### src/rtl/iram_pkg.sv
// rtl/iram_pkg.sv - shared state encoding and byte packing order for prog_iram
// Ports: none (package).
package iram_pkg;

  typedef enum logic [1:0] {
    ST_CLEAR  = 2'd0,
    ST_IDLE   = 2'd1,
    ST_LOAD   = 2'd2,
    ST_DONE_P = 2'd3
  } iram_state_t;

  // First byte of a word lands in the most-significant byte lane.
  localparam bit PACK_MSB_FIRST = 1'b1;

endpackage

### src/rtl/iram_byte_packer.sv
// rtl/iram_byte_packer.sv - assembles a stream of program bytes into instruction words
// Ports:
//   CLK        clock
//   restart    synchronous clear of byte index and partial word
//   in_valid   a byte transfers this cycle
//   in_data    the byte
//   in_last    the byte is the final byte of the image
//   word       assembled word including the current byte, unfilled lanes zero
//   word_valid word is complete this cycle (full or terminated by in_last)
//   last       the completing transfer carried in_last
module iram_byte_packer
  import iram_pkg::*;
#(
  parameter int DATA_W = 16
) (
  input  logic              CLK,
  input  logic              restart,
  input  logic              in_valid,
  input  logic [7:0]        in_data,
  input  logic              in_last,
  output logic [DATA_W-1:0] word,
  output logic              word_valid,
  output logic              last
);

  localparam int BPW   = DATA_W / 8;
  localparam int IDX_W = $clog2(BPW);

  logic [IDX_W-1:0]  idx;
  logic [DATA_W-1:0] acc;

  // acc holds earlier bytes in their lanes with zeros elsewhere, so a word
  // cut short by in_last is zero-padded without extra masking.
  always_comb begin
    word = acc;
    for (int b = 0; b < BPW; b++) begin
      if (idx == IDX_W'(b)) begin
        if (PACK_MSB_FIRST) word[DATA_W-8-8*b +: 8] = in_data;
        else                word[8*b +: 8]          = in_data;
      end
    end
  end

  assign word_valid = in_valid & ((idx == IDX_W'(BPW - 1)) | in_last);
  assign last       = in_valid & in_last;

  always_ff @(posedge CLK) begin
    if (restart) begin
      idx <= '0;
      acc <= '0;
    end else if (in_valid) begin
      if (word_valid) begin
        idx <= '0;
        acc <= '0;
      end else begin
        idx <= idx + 1'b1;
        acc <= word;
      end
    end
  end

endmodule

### src/rtl/prog_iram.sv
// rtl/prog_iram.sv - loadable instruction RAM with byte-stream loader and CPU fetch port
// Ports:
//   CLK, RESET  clock, synchronous active-high reset (re-clears the memory)
//   ADDR        fetch byte address; Q is the word at ADDR, NOP while BUSY
//   MISALIGN    ADDR has nonzero low byte-offset bits
//   LD_START    begin a load from word 0 (honoured only when idle)
//   LD_VALID, LD_DATA, LD_LAST, LD_READY  byte stream handshake
//   BUSY        memory being cleared or loaded
//   LD_DONE     one-cycle pulse at load completion
//   LD_OVF      sticky, image exceeded DEPTH words
module prog_iram
  import iram_pkg::*;
#(
  parameter int DATA_W = 16,
  parameter int ADDR_W = 8,
  parameter int DEPTH  = 128
) (
  input  logic              CLK,
  input  logic              RESET,
  input  logic [ADDR_W-1:0] ADDR,
  output logic [DATA_W-1:0] Q,
  output logic              MISALIGN,
  input  logic              LD_START,
  input  logic              LD_VALID,
  input  logic [7:0]        LD_DATA,
  input  logic              LD_LAST,
  output logic              LD_READY,
  output logic              BUSY,
  output logic              LD_DONE,
  output logic              LD_OVF
);

  localparam int BPW   = DATA_W / 8;
  localparam int SH    = $clog2(BPW);
  localparam int PTR_W = (DEPTH > 1) ? $clog2(DEPTH) : 1;

  iram_state_t       state, state_nxt;
  logic [PTR_W-1:0]  ptr, ptr_nxt;
  logic              ovf_nxt;
  logic              start_load;
  logic              pk_restart;
  logic [DATA_W-1:0] pk_word;
  logic              pk_word_valid;
  logic              pk_last;
  logic              mem_we;
  logic [DATA_W-1:0] mem_wdata;
  logic [DATA_W-1:0] mem [DEPTH];
  logic [ADDR_W-1:0] widx;

  assign pk_restart = RESET | start_load;

  iram_byte_packer #(.DATA_W(DATA_W)) u_packer (
    .CLK        (CLK),
    .restart    (pk_restart),
    .in_valid   (LD_VALID & LD_READY),
    .in_data    (LD_DATA),
    .in_last    (LD_LAST),
    .word       (pk_word),
    .word_valid (pk_word_valid),
    .last       (pk_last)
  );

  always_ff @(posedge CLK) begin
    if (RESET) begin
      state  <= ST_CLEAR;
      ptr    <= '0;
      LD_OVF <= 1'b0;
    end else begin
      state  <= state_nxt;
      ptr    <= ptr_nxt;
      LD_OVF <= ovf_nxt;
    end
  end

  always_comb begin
    state_nxt  = state;
    ptr_nxt    = ptr;
    ovf_nxt    = LD_OVF;
    start_load = 1'b0;
    mem_we     = 1'b0;
    mem_wdata  = pk_word;
    LD_READY   = 1'b0;
    BUSY       = 1'b0;
    LD_DONE    = 1'b0;
    case (state)
      ST_CLEAR: begin
        BUSY      = 1'b1;
        mem_we    = 1'b1;
        mem_wdata = '0;
        if (ptr == PTR_W'(DEPTH - 1)) begin
          state_nxt = ST_IDLE;
          ptr_nxt   = '0;
        end else begin
          ptr_nxt = ptr + 1'b1;
        end
      end
      ST_IDLE: begin
        if (LD_START) begin
          start_load = 1'b1;
          state_nxt  = ST_LOAD;
          ptr_nxt    = '0;
          ovf_nxt    = 1'b0;
        end
      end
      ST_LOAD: begin
        BUSY     = 1'b1;
        LD_READY = 1'b1;
        if (pk_word_valid) begin
          mem_we = 1'b1;
          if (pk_last) begin
            state_nxt = ST_DONE_P;
          end else if (ptr == PTR_W'(DEPTH - 1)) begin
            // Image does not fit: keep the word that filled the memory, stop.
            ovf_nxt   = 1'b1;
            state_nxt = ST_DONE_P;
          end else begin
            ptr_nxt = ptr + 1'b1;
          end
        end
      end
      ST_DONE_P: begin
        LD_DONE   = 1'b1;
        state_nxt = ST_IDLE;
      end
      default: state_nxt = ST_CLEAR;
    endcase
  end

  // A reset during LOAD must not commit the partial word.
  always_ff @(posedge CLK) begin
    if (mem_we && !RESET) mem[ptr] <= mem_wdata;
  end

  assign widx     = ADDR >> SH;
  assign MISALIGN = |ADDR[SH-1:0];
  assign Q        = (!BUSY && (widx < ADDR_W'(DEPTH))) ? mem[widx[PTR_W-1:0]] : '0;

endmodule

### config.mk
export PLATFORM = sky130hd
export DESIGN_NAME = prog_iram
export DESIGN_NICKNAME = d
export VERILOG_FILES = /design/src/rtl/iram_pkg.sv /design/src/rtl/iram_byte_packer.sv /design/src/rtl/prog_iram.sv
export SDC_FILE = /design/constraint.sdc
export NUM_CORES = 2
export LEC_CHECK = 0
export CAP_MARGIN = 20
export CORE_ASPECT_RATIO = 1.75
export CORE_MARGIN = 2
export CORE_UTILIZATION = 51
export DETAILED_ROUTE_END_ITERATION = 10
export GPL_ROUTABILITY_DRIVEN = 0
export PLACE_DENSITY = 0.69
export SLEW_MARGIN = 15
export SYNTH_ARGS = -nofsm -noshare
export SYNTH_HDL_FRONTEND = slang
export SYNTH_SLANG_ARGS = --single-unit
### constraint.sdc
create_clock -name CLK -period 6 [get_ports CLK]
set_input_delay 0.9 -clock CLK [delete_from_list [all_inputs] [get_ports CLK]]
set_output_delay 0.9 -clock CLK [all_outputs]
set_load 0.01 [all_outputs]
# Word level (Yosys, flattened, before mapping)
# Memories as Yosys holds them, arrays and structs flattened.
# Cells that the tools add are included.
totals:
  n_memories: 1
  ram_bits: 2048
  reg_bits: 27
  wordCells: 68
classes:
  n_mux: 32
  bitwise: 5
  n_addsub: 2
  n_reduce_logical: 11
  eq_ne: 11
  magnitude_cmp: 1
mem_list:
  columns: ["name", "words", "word_bits", "read_ports", "rd_clocked_by_memory_dff", "wr", "line_no", "rtl"]
  rows:
  - ["mem", 128, 16, 1, 0, 1, "prog_iram.sv:47", "logic [DATA_W-1:0] mem [DEPTH];"]
op_table:
  columns: ["op", "count"]
  rows:
  - ["$mux 16", 4]
  - ["$mux 7", 5]
  - ["$pmux 7 s3", 1]
  - ["$mux 1", 13]
  - ["$ne 2x2->1 const B", 6]
  - ["$mux 2", 5]
  - ["$reduce_and 5->1", 2]
  - ["$lt 7x8->1 const B", 1]
  - ["$mux 8", 1]
  - ["$pmux 2 s4", 1]
  - ["$add 7x1->7 const B", 1]
  - ["$eq 7x7->1 const B", 1]
  - ["$eq 2x2->1 const B", 2]
  - ["$pmux 1 s2", 2]
  - ["$reduce_and 4->1", 1]
  - ["$and 1x1->1", 3]
  - ["$ne 3x3->1 const B", 1]
  - ["$reduce_bool 3->1", 1]
  - ["$eq 2x1->1 const B", 1]
  - ["$logic_and 1x1->1", 2]
  - ["$logic_not 1->1", 2]
  - ["$logic_not 2->1", 1]
  - ["$or 1x1->1", 2]
  - ["$reduce_bool 2->1", 1]
  - ["other kinds (2)", 2]

# Logic depth before layout (Yosys ltp)
logic_depth:
  depth_word: 9
  ltp_mapped: 10
  ltp_nobuf: 7

# Hierarchy
# From an unflattened synthesis, not the netlist that was laid out.
unflattened:
  hier_cells: 3673
  hier_area_um2: 80066.8
by_module_without_submodules:
  columns: ["module", "seq_area_each_um2", "area_per_inst_um2", "instances", "cells_per_inst"]
  rows:
  - ["prog_iram", 61699.2, 79174.7, 1, 3595]
  - ["iram_byte_packer", 340.3, 892.1, 1, 78]

# Worst setup path before layout
# No wires, ideal clock.
synth_path:
  kind: "register to register"
  from: "register u_packer.idx"
  to: "memory mem[0][10] (data pin)"
  required_ns: 5.203
  slack_ns: 1.106
  path_stages_with_launch: 5
  period_less_slack_ns: 4.894
  t_arrival_ns: 4.097
  cell_sequence: "dfxtp_1 -> buf_2 -> buf_1 -> mux2i_1 -> nor2_1"
synth_via:
  elab_chain_cells: 2
synth_rtl:
  columns: ["item", "line_no", "rtl"]
  rows:
  - ["start, declared", "iram_byte_packer.sv:29", "logic [IDX_W-1:0] idx;"]
  - ["start signal, assigned", "iram_byte_packer.sv:56", "idx <= idx + 1'b1;"]
  - ["$mux 16", "iram_byte_packer.sv:37", "if (idx == IDX_W'(b)) begin"]
  - ["$mux 16", "prog_iram.sv:85", "case (state)"]
  - ["named net mem_wdata[10]", "prog_iram.sv:46", "logic [DATA_W-1:0] mem_wdata;"]
  - ["end, declared", "prog_iram.sv:47", null]
# The timed path passes the listed nets, and every way through them passes these cells.

# Worst setup path after layout
layout_path:
  from: "input port ADDR[6]"
  to: "output port Q[10]"
layout_via:
  elab_chain_cells: 3
layout_rtl:
  columns: ["item", "line_no", "rtl"]
  rows:
  - ["start, declared", "prog_iram.sv:20", "input logic [ADDR_W-1:0] ADDR,"]
  - ["parallel branches: the longest is 2 deep, another holds $mem_v2 128x16", null, null]
  - ["$mux 16 *", "prog_iram.sv:136", "assign Q = (!BUSY && (widx < ADDR_W'(DEPTH))) ? mem[widx[PTR_W-1:0]] : '0;"]
  - ["end, declared", "prog_iram.sv:21", "output logic [DATA_W-1:0] Q,"]
# Every way passes the cells marked *.

==> metrics <==
DR vias/cell=6.30; most common cell after layout, fill and taps aside=edfxtp_1; GRT Total Usage=0.254; CTS Sinks=2075; part of the cycle the worst path needs=0.979; total power=29.5 mW; peak supply drop=264 uV; WP data required=5100 ps; Most used DFF post-synth=edfxtp_1; clk slew on worst S/H paths=60 ps; CTS tree=done; ys async rst share=0; clk_lat worst skew=810 ps; YS warnings=0; fin cells=6118; Synth-to-Final Area Change=12.8%; I/O Buffers=39; die width=303 microns; Post-DP HPWL=128000 microns; arrival time worst endpoint=4970 ps; multi-input combinational cell area=17000 sq um; num ports=42; cts bufs inserted=180; final hold vios=0; Core Area=156000 sq um; share of post-route cells with drive strength above 1=0.250; Hold Path Class=register to register; DRC viols=0; ANT nets after route=0; Relative slew margins=0.221; RSZ-0062 raised after global routing=no; Leakage=28.5 nW; Initial Utilization=0.512; Die H=528 microns; average instance area after synthesis=22.0 sq um; setup TNS=0 ps; drt first-iter violations=4394; Bufs on Longest Clock Path=4; Reg area=62000 sq um; crit-path max FO=16; post-layout util=0.578; EDFF count, synth=2048; #FFs+latches synth=2075; Root Driver=clkbuf_16; initial antenna violation count=5; final slew viol count=0; final-layout fill cell count=11100; post-CTS resize count=0; net count reported at finish=3970; Mapped Cells=3639; max_cap viols=0; Worst setup EP type=output pin; DP Cell Count=5796; status=complete, no violations; Post-CTS Setup Bufs=0; Final min period=5870 ps; H-tree levels=4; worst clock skew=53.2 ps; Slew @ Worst Pin=1170 ps; Hold-fix buffers, CTS=0; critical path type=input port to output pin; Critical Path Start Type=input port; Syn Nets=3666; setup violators final=0; vias in the first global route=38800; via count=38500; PwrDens=327 nW/um^2; largest net degree at the start of global routing=129; Max Fclk=170 MHz; sequential fraction of the synthesis area=0.776; final WL=201000 microns; reg-to-reg slack, setup=1960 ps; GRT Residual Overflow=0; Routed wire per std cell=32.9 microns; post-synthesis cell type count=51; Pre-antenna DRT Iters=6; global-route wire length before repair=286000 microns; site row count=192; Die Area=160000 sq um; commonest cells after routing, fill and taps aside=2048 x edfxtp_1, 448 x mux4_2, 369 x mux2i_1; Mapped Area=80000 sq um
-- metrics by stage --
stage	worst slack [ps]	hold slack, ps	area, sq um
floorplan	1110	429	80000
global placement	244	441	84400
detailed placement	282	443	84500
CTS	272	462	90200
global route	133	474	90200
finish	127	457	90200
-- area by class of cell --
| type | instances | share of cell area |
|---|---|---|
| Sequential cell | 2075 | 0.687 |
| Clock buffer | 213 | 0.0526 |
| Tap cell | 2037 | 0.0282 |
| Clock inverter | 104 | 0.0111 |
| Multi-Input combinational cell | 1361 | 0.188 |
| Antenna cell | 3 | 0.0000832 |
| Inverter | 4 | 0.000166 |
| Timing Repair Buffer | 321 | 0.0320 |
-- path summary, 6_finish.rpt --
kind                                      from                           end  cells past startpoint
setup / recovery                       ADDR[6]                         Q[10]                      9
hold / removal    u_packer.acc[6]$_SDFFE_PP0N_  u_packer.acc[6]$_SDFFE_PP0N_                      1
setup reg to reg         state[1]$_SDFFE_PP0P_         mem[18][13]$_DFFE_PP_                      8
hold reg to reg   u_packer.acc[6]$_SDFFE_PP0N_  u_packer.acc[6]$_SDFFE_PP0N_                      1
-- cells in the mapped netlist, types with 3 or more instances --
master     number  area [sq um]
o21ai_0         3          15.0
nor4_1         31           194
nand3b_1        8          60.1
clkbuf_1       53           199
nor2b_1         6          37.5
nand4bb_1       3          33.8
ha_1            6          75.1
buf_6          17           191
mux2i_1       369          3690
or3_1           5          31.3
nand3_1        21           105
nand4_1         5          31.3
buf_1           8          30.0
a21oi_1        14          70.1
o41a_1         11           124
mux4_2        448         10100
nor2_1        167           627
dfxtp_1        27           541
a22oi_1         8          60.1
xor2_1          4          35.0
edfxtp_1     2048         61500
inv_1           4          15.0
buf_2         100           500
buf_4          19           143
and2_1          9          56.3
or4_1           5          37.5
o22ai_1       174          1090
nand2_1        37           139
-- metal layers --
layer,track usage,wire length [microns]
met3,0.0448,15400
met2,0.419,101000
met1,0.312,70200
met4,0.159,14900
met5,0,45
-- sequential cells by signal, indices dropped and copies added (netlist names) --
signal        cells
mem            2048
u_packer.acc     16
ptr               7
state             2
LD_OVF            1
u_packer.idx      1
-- power breakdown --
group | switching, mW | internal [mW] | total (mW)
Combinational | 1.26 | 0.554 | 1.81
Sequential | 0.0493 | 16.2 | 16.2
Clock | 5.07 | 6.43 | 11.5
Total | 6.38 | 23.1 | 29.5
-- critical path, cell delays in order --
cell,delay [ps]
clkdlybuf4s50_1,1000
buf_4,240
nand4bb_1,570
o22ai_1,210
o41a_1,410
nor4_1,710
buf_4,220
nand2_1,140
clkdlybuf4s50_1,540
-- logic make-up after synthesis --
logic type / share of synthesized area
adder cells (fa/ha/maj): 0.000939
buffers and inverters: 0.0136
flip-flops: 0.776
AO/OA/AOI/OAI: 0.0179
AND/OR/NAND/NOR: 0.0190
multiplexers: 0.172
XOR/XNOR: 0.000438
Power figures use the tool's default switching activity.
